**config.mk**
```make
export PLATFORM = sky130hd
export DESIGN_NAME = alu_seq
export DESIGN_NICKNAME = d
export VERILOG_FILES = /design/src/rtl/alu_seq.sv
export SDC_FILE = /design/constraint.sdc
export NUM_CORES = 1
export LEC_CHECK = 0
export ABC_AREA = 1
export CORE_MARGIN = 4
export CORE_UTILIZATION = 64
export DETAILED_ROUTE_END_ITERATION = 12
export PLACE_DENSITY = 0.93
export SLEW_MARGIN = 20
export SYNTH_ARGS = -nofsm -noshare
export SYNTH_HDL_FRONTEND = slang
export SYNTH_SLANG_ARGS = --single-unit
```
**constraint.sdc**
```tcl
create_clock -name clk -period 4.2 [get_ports clk]
set_clock_uncertainty 0.15 [all_clocks]
set_input_delay 0.84 -clock clk [delete_from_list [all_inputs] [get_ports clk]]
set_output_delay 0.84 -clock clk [all_outputs]
set_load 0.02 [all_outputs]
```
**src/rtl/alu_seq.sv**
```systemverilog
// Registered, parametrised ALU with multi-cycle N-bit shifts and start/busy/done handshake.
// Optional shift-add multiplier on MUL (1011) when ALU_SEQ_MUL_EN is defined.
module alu_seq #(
    parameter int unsigned WIDTH = 16,
    parameter int unsigned SW    = $clog2(WIDTH)
) (
    input  logic             clk,
    input  logic             rst,
    input  logic             start,
    input  logic             cin,
    input  logic [WIDTH-1:0] alu_a,
    input  logic [WIDTH-1:0] alu_b,
    input  logic [3:0]       alu_func,
    output logic [WIDTH-1:0] alu_out,
    output logic             c,
    output logic             z,
    output logic             v,
    output logic             s,
    output logic             busy,
    output logic             done
);

    localparam int unsigned XW = WIDTH + 1;
`ifdef ALU_SEQ_MUL_EN
    localparam int unsigned CW = SW + 1;
`else
    localparam int unsigned CW = SW;
`endif

    localparam logic [3:0] OP_ADD  = 4'b0000;
    localparam logic [3:0] OP_SUB  = 4'b0001;
    localparam logic [3:0] OP_AND  = 4'b0010;
    localparam logic [3:0] OP_OR   = 4'b0011;
    localparam logic [3:0] OP_XOR  = 4'b0100;
    localparam logic [3:0] OP_SHL1 = 4'b0101;
    localparam logic [3:0] OP_SHR1 = 4'b0110;
    localparam logic [3:0] OP_NOT  = 4'b0111;
    localparam logic [3:0] OP_SHLN = 4'b1000;
    localparam logic [3:0] OP_SHRN = 4'b1001;
    localparam logic [3:0] OP_SARN = 4'b1010;
`ifdef ALU_SEQ_MUL_EN
    localparam logic [3:0] OP_MUL  = 4'b1011;
`endif

    typedef enum logic [1:0] {IDLE, EXEC, FIN} state_t;

    state_t           state, state_n;
    logic [WIDTH-1:0] out_n;
    logic             c_n, z_n, v_n, s_n, busy_n, done_n;
    logic [3:0]       op, op_n;
    logic [WIDTH-1:0] sh, sh_n;
    logic [CW-1:0]    cnt, cnt_n;
`ifdef ALU_SEQ_MUL_EN
    logic [WIDTH-1:0] hi, hi_n;
    logic [WIDTH-1:0] mcand, mcand_n;
    logic [WIDTH:0]   madd;
    logic [WIDTH-1:0] mul_hi, mul_lo;
`endif

    logic [WIDTH:0]   sum_w, dif_w;
    logic [WIDTH-1:0] res_c;
    logic             cf_c, vf_c;
    logic [WIDTH-1:0] sh_step;
    logic             sh_out;
    logic             is_shift;

    // Single-cycle result; shift codes only land here with a zero count
    always_comb begin
        sum_w = {1'b0, alu_b} + {1'b0, alu_a} + XW'(cin);
        dif_w = {1'b0, alu_b} - {1'b0, alu_a} - XW'(cin);
        res_c = '0;
        cf_c  = 1'b0;
        vf_c  = 1'b0;
        case (alu_func)
            OP_ADD: begin
                res_c = sum_w[WIDTH-1:0];
                cf_c  = sum_w[WIDTH];
                vf_c  = (alu_a[WIDTH-1] == alu_b[WIDTH-1]) && (sum_w[WIDTH-1] != alu_b[WIDTH-1]);
            end
            OP_SUB: begin
                res_c = dif_w[WIDTH-1:0];
                cf_c  = dif_w[WIDTH];
                vf_c  = (alu_a[WIDTH-1] != alu_b[WIDTH-1]) && (dif_w[WIDTH-1] != alu_b[WIDTH-1]);
            end
            OP_AND:  res_c = alu_a & alu_b;
            OP_OR:   res_c = alu_a | alu_b;
            OP_XOR:  res_c = alu_a ^ alu_b;
            OP_SHL1: begin
                res_c = {alu_b[WIDTH-2:0], 1'b0};
                cf_c  = alu_b[WIDTH-1];
            end
            OP_SHR1: begin
                res_c = {1'b0, alu_b[WIDTH-1:1]};
                cf_c  = alu_b[0];
            end
            OP_NOT:  res_c = ~alu_b;
            OP_SHLN, OP_SHRN, OP_SARN: res_c = alu_b;
            default: res_c = '0;
        endcase
    end

    // One shift step on the latched operand
    always_comb begin
        sh_step = sh;
        sh_out  = 1'b0;
        case (op)
            OP_SHLN: begin
                sh_step = {sh[WIDTH-2:0], 1'b0};
                sh_out  = sh[WIDTH-1];
            end
            OP_SHRN: begin
                sh_step = {1'b0, sh[WIDTH-1:1]};
                sh_out  = sh[0];
            end
            OP_SARN: begin
                sh_step = {sh[WIDTH-1], sh[WIDTH-1:1]};
                sh_out  = sh[0];
            end
            default: ;
        endcase
    end

`ifdef ALU_SEQ_MUL_EN
    // Shift-add step: {hi,sh} holds partial product and remaining multiplier bits
    always_comb begin
        madd   = {1'b0, hi} + (sh[0] ? {1'b0, mcand} : '0);
        mul_hi = madd[WIDTH:1];
        mul_lo = {madd[0], sh[WIDTH-1:1]};
    end
`endif

    assign is_shift = (alu_func == OP_SHLN) || (alu_func == OP_SHRN) || (alu_func == OP_SARN);

    // Next-state and next-output logic
    always_comb begin
        state_n = state;
        out_n   = alu_out;
        c_n     = c;
        z_n     = z;
        v_n     = v;
        s_n     = s;
        busy_n  = busy;
        done_n  = 1'b0;
        op_n    = op;
        sh_n    = sh;
        cnt_n   = cnt;
`ifdef ALU_SEQ_MUL_EN
        hi_n    = hi;
        mcand_n = mcand;
`endif
        case (state)
            IDLE: begin
                if (start) begin
                    if (is_shift && (alu_a[SW-1:0] != '0)) begin
                        op_n    = alu_func;
                        sh_n    = alu_b;
                        cnt_n   = CW'(alu_a[SW-1:0]);
                        busy_n  = 1'b1;
                        state_n = EXEC;
`ifdef ALU_SEQ_MUL_EN
                    end else if (alu_func == OP_MUL) begin
                        op_n    = alu_func;
                        sh_n    = alu_b;
                        hi_n    = '0;
                        mcand_n = alu_a;
                        cnt_n   = CW'(WIDTH);
                        busy_n  = 1'b1;
                        state_n = EXEC;
`endif
                    end else begin
                        out_n  = res_c;
                        c_n    = cf_c;
                        v_n    = vf_c;
                        z_n    = (res_c == '0);
                        s_n    = res_c[WIDTH-1];
                        done_n = 1'b1;
                    end
                end
            end
            EXEC: begin
                cnt_n = cnt - CW'(1);
                sh_n  = sh_step;
`ifdef ALU_SEQ_MUL_EN
                if (op == OP_MUL) begin
                    sh_n = mul_lo;
                    hi_n = mul_hi;
                end
`endif
                if (cnt == CW'(1)) begin
                    out_n = sh_step;
                    c_n   = sh_out;
`ifdef ALU_SEQ_MUL_EN
                    if (op == OP_MUL) begin
                        out_n = mul_lo;
                        c_n   = (mul_hi != '0);
                    end
`endif
                    v_n     = 1'b0;
                    z_n     = (out_n == '0);
                    s_n     = out_n[WIDTH-1];
                    busy_n  = 1'b0;
                    done_n  = 1'b1;
                    state_n = FIN;
                end
            end
            FIN:     state_n = IDLE;
            default: state_n = IDLE;
        endcase
    end

    always_ff @(posedge clk) begin
        if (rst) begin
            state   <= IDLE;
            alu_out <= '0;
            c       <= 1'b0;
            z       <= 1'b0;
            v       <= 1'b0;
            s       <= 1'b0;
            busy    <= 1'b0;
            done    <= 1'b0;
            op      <= '0;
            sh      <= '0;
            cnt     <= '0;
`ifdef ALU_SEQ_MUL_EN
            hi      <= '0;
            mcand   <= '0;
`endif
        end else begin
            state   <= state_n;
            alu_out <= out_n;
            c       <= c_n;
            z       <= z_n;
            v       <= v_n;
            s       <= s_n;
            busy    <= busy_n;
            done    <= done_n;
            op      <= op_n;
            sh      <= sh_n;
            cnt     <= cnt_n;
`ifdef ALU_SEQ_MUL_EN
            hi      <= hi_n;
            mcand   <= mcand_n;
`endif
        end
    end

endmodule
```
Yosys cells after proc, flatten, opt, wreduce, memory -nomap -nowiden
Cells that the tools add are included.
Cells by class
  add/subtract/negate cells: 5
  $mul: 0
  div/mod/pow operators: 0
  magnitude comparators: 0
  eq/ne operators: 23
  shift operators: 0
  mux-type cells: 42
  bitwise operators: 4
  reductions and logical operators: 18
Operator list (count)
  $pmux W16 S9: 1
  $mux W16: 5
  $pmux W16 S2: 2
  $pmux W16 S3: 1
  $logic_not A16 Y1: 2
  $eq A4 B4 Y1 const B: 6
  $add A16 B16 Y17: 1
  $add A17 B1 Y17: 1
  $mux W1: 17
  $sub A16 B16 Y17: 1
  $sub A17 B1 Y17: 1
  $and A16 B16 Y16: 1
  $eq A4 B3 Y1 const B: 4
  $not A16 Y16: 1
  $or A16 B16 Y16: 1
  $pmux W1 S2: 8
  $xor A16 B16 Y16: 1
  $reduce_and A3 Y1: 3
  $eq A4 B1 Y1 const B: 2
  $eq A4 B2 Y1 const B: 2
  $mux W4: 2
  $ne A2 B2 Y1 const B: 4
  $pmux W4 S2: 1
  $reduce_and A4 Y1: 2
  other kinds (15): 22
Word-level totals
  flip-flop bits (word level): 48
  latch bits: 0
  bits in writable memories: 0
  ROM bits: 0
  input bits: 40
  output and inout port bits: 22
  logic and storage cells: 103
  memories: 0

Depth between registers and ports, before layout
Gate-level depths: netlist (run 1).
  word-level depth: 8
  gate-level depth with buffers: 18

Worst setup path after synthesis (run 1)
Ideal clock, no wire load.
  path kind: input-to-reg
  start: input port alu_a[0]
  end: register z
  library setup time: 0.070 ns
  arrival: 2.711 ns
  path slack: 1.269 ns
  cell stages on the path: 16
  path buffers: 0
  cells stage by stage: inv_1 -> fa_1 -> fa_1 -> nand2_1 -> inv_1 -> o21ai_0 -> nand2_1 -> nor2_1 -> nand2_1 -> nor2_1 -> nand3_1 -> nor2_1 -> nand2_1 -> nor2_1 -> nand3_1 -> a21oi_1
Between the ends
  cells in the longest elaborated chain, start to end: 7
Ends and longest elaborated chain
  from (decl): line 11  | input logic [WIDTH-1:0] alu_a,
  $sub A16 B16 Y17 or $add A16 B16 Y17 (tied branches): line 70, 69
  $sub A17 B1 Y17 or $add A17 B1 Y17 (tied branches): line 70, 69
  $pmux W16 S9: line 74  | case (alu_func)
  $logic_not A16 Y1: line 174  | z_n = (res_c == '0);
  $mux W1: line 154  | if (is_shift && (alu_a[SW-1:0] != '0)) begin
  $mux W1: line 153  | if (start) begin
  $pmux W1 S2: line 151  | case (state)
  to (signal assigned): line 232  | z <= z_n;
  to (decl): line 16  | output logic z,
Parallel ways exist; a longest one is shown, timed or not. The select of a mux whose other input is x is not followed.
A chain may end at the register's enable or synchronous reset.

Final worst setup path (run 1)
  start: input port alu_b[7]
  end: register z
Between the ends
  cells in the longest elaborated chain, start to end: 7
Ends and longest elaborated chain
  from (decl): line 12  | input logic [WIDTH-1:0] alu_b,
  $sub A16 B16 Y17 or $add A16 B16 Y17 (tied branches): line 70, 69
  $sub A17 B1 Y17 or $add A17 B1 Y17 (tied branches): line 70, 69
  $pmux W16 S9 (*): line 74
  $logic_not A16 Y1 (*): line 174
  $mux W1 (*): line 154
  $mux W1 (*): line 153
  $pmux W1 S2 (*): line 151
Every way passes the cells marked *; elsewhere a longest branch is shown, timed or not. The select of a mux whose other input is x is not followed.

==> run_results.csv, run 1 <==
group,metric,value,unit
setup_path,cp_num_buf_inv,2,
logic_synthesis,yosysUniqueCellTypes,42,
setup_path,critPathLaunchType,"input port",
floorplanning,die_area,11000,sq um
grt,grt_remaining_overflow,0,
logic_synthesis,avgSynthCellArea,5.79,sq um
floorplanning,core_area,9200,sq um
cells_and_area,final_common_cell,"nand2_1",
grt,grt_pass1_vias,6744,
sta,finalMaxSlewViolations,0,
drt,drt_iter0_markers,827,
logic_synthesis,synth_compound_area_frac,0.164,
setup_path,cp_data_arrival_time,3.94,ns
logic_synthesis,synth-async-reset-ratio,0,
placed_design,postPlaceCellArea,6790,sq um
drt,ant_nets,0,
sta,min_period,3.85,ns
grt,grt_pass1_wl,33300,um
grt,busiest_layer,"met2",
floorplanning,initial_utilization,0.653,
drt,drt_first_pass_iters,8,
logic_synthesis,synthMuxAreaShare,0,
logic_synthesis,synth_top_family_by_area,"simple AND/OR/NAND/NOR gates",
sta,max_freq,260,MHz
logic_synthesis,synthAdderAreaFrac,0.147,
cts,numCtsBuffers,5,
cts,postCtsSetupBuffers,0,
pwr,p_leak,3.45,nW
cts,cts_sinks,47,
cts,htree_levels,2,
logic_synthesis,ys_ff_latch,47,
logic_synthesis,yosys.area_share.simple,0.397,
grt,grt_use_met3,0.0599,
min_path,hp-class,"flip-flop to flip-flop",
grt,grt.total_usage,0.372,
cells_and_area,fin_nets,1214,
cts,cts_tree,"yes",
floorplanning,die_h,105,um
setup_path,cp_max_fo,5,
job,maxCapViolCount,0,
logic_synthesis,synth_area,6000,sq um
sta,rsz0062_at_grt,"false",
logic_synthesis,synth_ff_type,"dfxtp_1",
cts,insertion_delay,0.31,ns
cts,clock-root-buffer,"clkbuf_8",
cts,cts_hold_buf,0,
setup_path,crit_type,"input port to flip-flop",
pwr,ir_drop,0.216,mV
logic_synthesis,syn_inst,1037,
grt,grt_use_met1,0.483,
sta,final.setup.tns,0,ns
placed_design,portBuffers,61,
cts,clk_pin_slew,0.09,ns
floorplanning,num_rows,35,
sta,hold_viol_final,0,
cells_and_area,finalInstanceArea,6900,sq um
sta,hold_ws,0.321,ns
drt,num_vias,7298,
cells_and_area,utilization,0.750,
setup_path,timing.critical_path.mode_cell,"nand3_1",
sta,setup_ws,0.355,ns
cts,ctsResizeCount,0,
drt,wl_per_cell,16.9,um
floorplanning,dieWidth,105,um
sta,worst_pin_slew,0.821,ns
drt,totalWireLength,20600,um
cells_and_area,drive_gt1_frac,0.0560,
sta,setup_viol,0,
grt,grt_max_degree,27,
pwr,powerDensity,240,nW/um^2
setup_path,cp.required,4.29,ns
setup_path,cp_slowest_cell,"clkdlybuf4s50_1",
floorplanning,ioPinCount,62,
sta,period_share,0.916,
cts,clockBufferDepth,2,
logic_synthesis,synthesis.nets,1145,
setup_path,cp_cell_sequence,"clkdlybuf4s50_1, inv_1, ha_1, ha_1, nand2_1, nor2_1, nand3_1, nand3_1, nand2_1, nand3_1, nand3_1, nor2_1, nand2_1, nor2_1, nand3_1, a21oi_1",
grt,grtUsageMet2,0.592,
placed_design,place_ws,0.165,ns
logic_synthesis,synth_warnings,0,
setup_path,max_stage_delay,0.62,ns
sta,relSlewSlack,0.452,
status,status,"complete, no violations",
placed_design,dpl.hpwl,16300,um
cells_and_area,final_cell_mix,"nand2_1, inv_1, nor2_1",
setup_path,path_delay_family,"simple AND/OR/NAND/NOR gates",
placed_design,place_congestion,0.985,
drt,drc_errors,0,
setup_path,end_kind,"flip-flop",
cells_and_area,area_delta_synth_final,14.9,%
cells_and_area,num_antenna_cells,0,
logic_synthesis,yosys.area_share.xor_xnor,0.00584,
grt,antenna_found_initial,0,
logic_synthesis,synth_edf_count,0,
logic_synthesis,seq_area_frac_synth,0.157,
drt,viasPerCell,5.99,
## state kept, by name, indices dropped and copies added (netlist names)
name / cells
alu_out: 16
state: 2
c: 1
busy: 1
cnt: 4
sh: 16
v: 1
op: 4
done: 1
z: 1
## layer usage
layer  routed length, um  up-vias
li1                    -     3494
met1                7970     3145
met2                8930      529
met3                2470      130
met4                1280        0
met5                   0        -
## worst register-to-register path, delay by kind of cell (launching register included)
family / cells / cell delay (ns)
flops: 1 / 0.36
buf+inv: 3 / 0.57
simple gates: 5 / 0.87
compound gates: 3 / 0.48
## cells by family after synthesis
kind of cell,count (synthesis)
simple gates,564
buf+inv,195
compound gates,159
fa+ha+maj,68
flops,47
xor+xnor,4
## final timing paths
path	endpoint	depth (start not counted)	slack [ns]	start
hold reg to reg	alu_out[4]	2	0.32	alu_out[4]
setup / recovery	z	16	0.35	alu_b[7]
setup reg to reg	alu_out[15]	11	1.67	state[1]
hold / removal	alu_out[4]	2	0.32	alu_out[4]
## layout make-up
| class | instances | area, sq um |
|---|---|---|
| well taps | 111 | 139 |
| clock buffers | 5 | 68.8 |
| multi-input cells | 795 | 4280 |
| inverters | 175 | 657 |
| clock inverters | 3 | 43.8 |
| flip-flops and latches | 47 | 941 |
| repair buffers | 82 | 768 |
| fillers | 770 | 2300 |
## cell usage after synthesis (2+ instances only)
library cell	number	area share
nand2_1	323	0.20
inv_1	164	0.10
nor2_1	97	0.061
nand3_1	82	0.068
ha_1	64	0.13
a21oi_1	56	0.047
dfxtp_1	47	0.16
o21ai_0	43	0.036
nand4_1	16	0.017
nor3_1	15	0.013
o221ai_1	12	0.018
nand3b_1	11	0.014
inv_2	10	0.0063
o211ai_1	10	0.013
o22ai_1	10	0.010
a31oi_1	9	0.0094
buf_2	7	0.0058
nand2_2	7	0.0073
o21ai_1	6	0.0050
clkbuf_1	5	0.0031
nor2_2	5	0.0052
buf_6	4	0.0075
fa_1	4	0.013
a211oi_1	3	0.0038
buf_4	3	0.0038
o221ai_2	3	0.0075
or2_2	3	0.0031
o2111ai_1	2	0.0029
xnor2_1	2	0.0029
xor2_1	2	0.0029
## power by group
part           leakage, nW  total (W)  switching [W]  internal (W)
registers            0.384   0.000498      0.0000205      0.000478
clock network       0.0581   0.000337       0.000160      0.000177
logic                 3.01   0.000821       0.000528      0.000293
total                 3.45    0.00166       0.000708      0.000948
## metrics by stage
stage | power [W] | std cells
6_report | 0.00166 | 1218
5_1_grt | 0.00176 | 1218
4_1_cts | 0.00163 | 1218
3_5_place_dp | 0.00130 | 1210
3_3_place_gp | 0.00129 | 1210
2_1_floorplan | 0.00104 | 1037
Power figures use the tool's default switching activity.
==> run 2: changes to the inputs <==
--- a/config.mk
+++ b/config.mk
@@ -6,6 +6,7 @@
 export NUM_CORES = 1
 export LEC_CHECK = 0
 export ABC_AREA = 1
+export CAP_MARGIN = 20
 export CORE_MARGIN = 4
 export CORE_UTILIZATION = 64
 export DETAILED_ROUTE_END_ITERATION = 12
==> results of run 2 <==
Same layout as run 1: the final DEF is identical, and so are final timing and power.
